===== src/rtl/data_sync_pkg.sv =====
// Constants shared by the data_sync CDC receiver and its sub-blocks.
package data_sync_pkg;

  localparam int DATA_SYNC_MIN_STAGES = 1;
  localparam int DATA_SYNC_MAX_STAGES = 5;

endpackage


===== src/rtl/data_sync_sync_chain.sv =====
// Generic multi-flop synchronizer chain with asynchronous active-low reset.
// Each stage lives in its own generate block so every flop has exactly one driver.
module sync_chain #(
  parameter int WIDTH      = 1,
  parameter int NUM_STAGES = 2
) (
  input  logic             CLK,
  input  logic             RST,
  input  logic [WIDTH-1:0] async_in,
  output logic [WIDTH-1:0] sync_out
);

  genvar gi;
  generate
    for (gi = 0; gi < NUM_STAGES; gi++) begin : g_stage
      logic [WIDTH-1:0] stage_reg;
      logic [WIDTH-1:0] stage_next;

      if (gi == 0) begin : g_head
        assign stage_next = async_in;
      end else begin : g_tail
        assign stage_next = g_stage[gi-1].stage_reg;
      end

      always_ff @(posedge CLK or negedge RST) begin
        if (!RST) begin
          stage_reg <= '0;
        end else begin
          stage_reg <= stage_next;
        end
      end
    end
  endgenerate

  assign sync_out = g_stage[NUM_STAGES-1].stage_reg;

endmodule


===== src/rtl/data_sync.sv =====
// Destination-domain receiver: synchronizes the bus qualifier, edge-detects it,
// and captures the quasi-static bus on the resulting one-cycle pulse.
module data_sync
  import data_sync_pkg::*;
#(
  parameter int BUS_WIDTH  = 8,
  parameter int NUM_STAGES = 2
) (
  input  logic                 CLK,
  input  logic                 RST,
  input  logic [BUS_WIDTH-1:0] unsync_bus,
  input  logic                 bus_enable,
  output logic [BUS_WIDTH-1:0] sync_bus,
  output logic                 enable_pulse
);

  generate
    if (NUM_STAGES < DATA_SYNC_MIN_STAGES || NUM_STAGES > DATA_SYNC_MAX_STAGES) begin : g_bad_stages
      $error("data_sync: NUM_STAGES out of range");
    end
  endgenerate

  logic                 en_s;
  logic                 pg_reg;
  logic                 pulse_c;
  logic                 enable_pulse_reg;
  logic [BUS_WIDTH-1:0] sync_bus_reg;
  logic [BUS_WIDTH-1:0] sync_bus_next;

  // Only the qualifier is synchronized; the bus is held stable by the source.
  sync_chain #(
    .WIDTH      (1),
    .NUM_STAGES (NUM_STAGES)
  ) u_en_sync (
    .CLK      (CLK),
    .RST      (RST),
    .async_in (bus_enable),
    .sync_out (en_s)
  );

  always_comb begin
    pulse_c       = en_s & ~pg_reg;
    sync_bus_next = sync_bus_reg;
    if (pulse_c) begin
      sync_bus_next = unsync_bus;
    end
  end

  always_ff @(posedge CLK or negedge RST) begin
    if (!RST) begin
      pg_reg           <= 1'b0;
      sync_bus_reg     <= '0;
      enable_pulse_reg <= 1'b0;
    end else begin
      pg_reg           <= en_s;
      sync_bus_reg     <= sync_bus_next;
      enable_pulse_reg <= pulse_c;
    end
  end

  assign sync_bus     = sync_bus_reg;
  assign enable_pulse = enable_pulse_reg;

endmodule


===== config.mk =====
export PLATFORM = sky130hd
export DESIGN_NAME = data_sync
export DESIGN_NICKNAME = d
export VERILOG_FILES = /design/src/rtl/data_sync_pkg.sv /design/src/rtl/data_sync_sync_chain.sv /design/src/rtl/data_sync.sv
export SDC_FILE = /design/constraint.sdc
export NUM_CORES = 1
export LEC_CHECK = 0
export CORE_AREA = 4 4 41 43
export DETAILED_ROUTE_END_ITERATION = 8
export DIE_AREA = 0 0 45 47
export HOLD_SLACK_MARGIN = 0.02
export PLACE_DENSITY = 0.67
export SYNTH_ARGS = -nofsm -noshare
export SYNTH_HDL_FRONTEND = slang
export SYNTH_SLANG_ARGS = --single-unit

===== constraint.sdc =====
create_clock -name CLK -period 1.2 [get_ports CLK]
set_input_delay 0.18 -clock CLK [delete_from_list [all_inputs] [get_ports CLK]]
set_output_delay 0.18 -clock CLK [all_outputs]
set_load 0.02 [all_outputs]

Word level (Yosys, flattened, before mapping)
Cells that the tools add are included.

Bitwise logic cells: 2.

Operators with widths (count): $and 1x1->1 (1); $not 1->1 (1).

Register bits: 12. Input bits: 11. Logic and storage cells: 7.

Depth between registers and ports, before layout
Depth in word-level cells: 2. Depth in mapped cells: 3. Gate-level depth less buffers: 2.

Modules after synthesis
From an unflattened synthesis, not the netlist that was laid out.

Cells, all modules: 22. Area, all modules: 454.2 sq um.

By module, submodules not included: data_sync (times used 1, cells an instance 20, area each 404.1 sq um); sync_chain (times used 1, cells an instance 2, area each 50.0 sq um).

Worst setup path after synthesis
Ideal clock, no wire load.

Path type: register to register. From: register pg_reg. To: register sync_bus_reg[0], in the netlist sync_bus[0]. Library setup time: 125 ps. Data arrival time: 918 ps. Data required time: 1075 ps. Slack: 157 ps. Stages on the path, launching flop included: 4. Path buffers: 1. Period minus slack after synthesis: 1043 ps. Cell sequence: dfrtp_1 -> nor2b_4 -> buf_12 -> mux2_4.

Longest elaborated chain between the ends: 2.

Ends and longest elaborated chain: start, declared (RTL line data_sync.sv:24) `logic pg_reg;`; start signal, assigned (RTL line data_sync.sv:55) `pg_reg <= en_s;`; $not 1->1 (RTL line data_sync.sv:42) `pulse_c = en_s & ~pg_reg;`; $and 1x1->1 (RTL line data_sync.sv:42); named net pulse_c (RTL line data_sync.sv:25) `logic pulse_c;`; end signal, assigned (RTL line data_sync.sv:56) `sync_bus_reg <= sync_bus_next;`; end, declared (RTL line data_sync.sv:27) `logic [BUS_WIDTH-1:0] sync_bus_reg;`.

The timed path passes the listed nets, and every way through them passes these cells. A chain may end at the register's enable or synchronous reset.

Worst setup path after layout
From: register sync_bus_reg[4], in the netlist sync_bus[4]. To: output sync_bus[4].

RTL lines: end, declared (RTL line data_sync.sv:13) `output logic [BUS_WIDTH-1:0] sync_bus,`.

No word-level cell between the ends.

==> impl_metrics.csv <==
group,metric,value,unit
global_routing,antenna_found_initial,0,
route,vias,266,
clock_tree,clock_path_buffers,2,
global_routing,grt_pass1_wl,1.39,mm
clock_tree,clkSlewWorstSetupHoldPaths,60,ps
synthesis,synth_area_per_cell,20.6,µm²
synthesis,synthXorXnorAreaFrac,0,%
worst_setup_path,r2r-start,"pg_reg$_DFF_PN0_",
worst_setup_path,r2r_cells,3,
sta,setup_viol,0,
sta,slew_headroom,85.6,%
synthesis,synthAdderAreaFrac,0,%
route,vias_per_cell,4.36,
layout,drive_gt1_share,32.6,%
power_and_ir_drop,power.density,1370,nW/µm²
worst_setup_path,path_delay_family,"flip-flops",
layout,nFillCells,121,
floorplanning,fp.coreArea,1300,µm²
route,wirelength,832,µm
sta,fin_skew,1.91,ps
layout,final_common_cell,"dfrtp_1",
worst_setup_path,cp-end-kind,"output port",
flow_run,drv_cap,0,
synthesis,seq_area_frac_synth,66.1,%
worst_setup_path,cp_num_cells,1,
worst_setup_path,crit_path_top_delay_cell,"dfrtp_1",
power_and_ir_drop,p_leak,0.326,nW
status,outcome,"finished, final reports clean",
placement,io_buffers,19,
clock_tree,numCtsBuffers,3,
global_routing,overflow,0,
global_routing,grt_pass1_vias,349,
worst_setup_path,cp_max_fo,2,
worst_setup_path,cp.required,1020,ps
floorplanning,die_area,2120,µm²
floorplanning,die_w,45,µm
synthesis,ys_seq_elements,12,
route,ant_nets,0,
synthesis,synth_compound_area_share,0,%
layout,finish.utilization,52.0,%
synthesis,synth_cells,22,
placement,dpl_cell_area,666,µm²
power_and_ir_drop,power,0.929,mW
clock_tree,htreeDepth,1,
synthesis,netlist_area,454,µm²
layout,stdcell_area,677,µm²
placement,place_ws,71.7,ps
worst_setup_path,crit_buf_inv,1,
clock_tree,hold_buffers,0,
synthesis,synth_mux_area_share,26.4,%
clock_tree,clock_latency,250,ps
clock_tree,cts-root-buf,"clkbuf_4",
sta,rsz0062_at_grt,"no",
power_and_ir_drop,vdd_drop_max,737,µV
sta,setup_tns,0,ps
route,drt_iter0_markers,0,
layout,final_cell_mix,"dfrtp_1 (12), clkdlybuf4s50_1 (10), dlygate4sd2_1 (9)",
floorplanning,placementRows,13,
synthesis,synth_top_family_by_area,"multiplexers",
sta,period_needed,1140,ps
worst_setup_path,worst_setup_path_start_kind,"register",
layout,largest_reg_flops,8,
layout,final_net_count,59,
global_routing,grt_max_degree,13,
route,drc,0,
route,wl_per_cell,13.6,µm
sta,tightestPinTransition,217,ps
route,dr.pass1.iters,1,
synthesis,yosysWarnings,0,
floorplanning,ioPinCount,20,
clock_tree,cts_sinks,12,
sta,hold_viol_final,0,
worst_setup_path,crit_path_max_incr_delay,380,ps
placement,hpwl,655,µm
layout,antenna-diode-count,0,
synthesis,ys_types,4,
sta,period_share,95.2,%
placement,globalplace.congestion,0.641,
global_routing,grt_usage,9.41,%
worst_setup_path,path_cells,"dlygate4sd2_1",
sta,maxSlewViolCount,0,
floorplanning,initial_core_util,34.9,%
floorplanning,die_h,47,µm
worst_setup_path,crit_start,"sync_bus[4]$_DFFE_PN0P_",
layout,area_growth,49.0,%
synthesis,synth_simple_gate_area_share,3.03,%
sta,timing.fmax,875,MHz
sta,fin_ws,57.3,ps
layout,ff_latch_area,300,µm²
layout,multi_input_area,134,µm²
worst_setup_path,worstPathArrival,960,ps
min_path,hold_path_class,"in2async",
synthesis,syn_nets,33,
clock_tree,cts_tree,"yes",
worst_setup_path,critical_path_class,"reg2out",
==> cells in the mapped netlist <==
| library cell | number | area, µm² |
|---|---|---|
| nor2b_4 | 1 | 13.8 |
| dfrtp_1 | 12 | 300 |
| mux2_4 | 8 | 120 |
| buf_12 | 1 | 20.0 |
==> what timing repair did <==
item                       CTS  global route
resized for setup            9             0
setup endpoints to repair    9             0
setup buffers                0             0
==> layout make-up <==
class / count / share of cell area, %
sequential: 12 / 44.4
timing repair buffer: 22 / 29.8
multi-input combinational: 9 / 19.8
clock buffer: 3 / 3.33
tap: 15 / 2.77
==> stage by stage <==
stage,hold WS [ps],std cells
2_1_floorplan,-116,22
3_3_place_gp,334,58
4_1_cts,223,61
6_report,225,61
3_5_place_dp,346,58
5_1_grt,229,61
==> report_power, final <==
| part | internal (mW) | switching [mW] | leakage, nW |
|---|---|---|---|
| Sequential | 0.451 | 0.0235 | 0.142 |
| Combinational | 0.131 | 0.101 | 0.171 |
| Clock | 0.115 | 0.107 | 0.0138 |
| Total | 0.698 | 0.232 | 0.326 |
==> path summary, 6_finish.rpt <==
| check | endpoint | slack [ps] |
|---|---|---|
| setup / recovery | sync_bus[4] | 60 |
| hold / removal | sync_bus[0]$_DFFE_PN0P_ | 230 |
| setup reg to reg | sync_bus[6]$_DFFE_PN0P_ | 120 |
| hold reg to reg | u_en_sync.sync_out$_DFF_PN0_ | 360 |
| max in group asynchronous | u_en_sync.g_stage[0].stage_reg$_DFF_PN0_ | 830 |
| min in group CLK | u_en_sync.sync_out$_DFF_PN0_ | 360 |
==> kinds of logic (layout without fill, tap and decap cells) <==
group                  count (synthesis)  in the layout
buffers and inverters                  1             25
DFF                                   12             12
muxes                                  8              8
and+or+nand+nor                        1              1
==> metal layers <==
| layer | vias up | track usage [%] | routed length (µm) |
|---|---|---|---|
| met5 | - | 0 | 0 |
| met4 | 0 | 3.51 | 0 |
| met3 | 0 | 5.36 | 123 |
| met2 | 16 | 17.8 | 418 |
| met1 | 127 | 8.13 | 289 |
| li1 | 123 | - | - |
(Power assumes the default switching activity.)
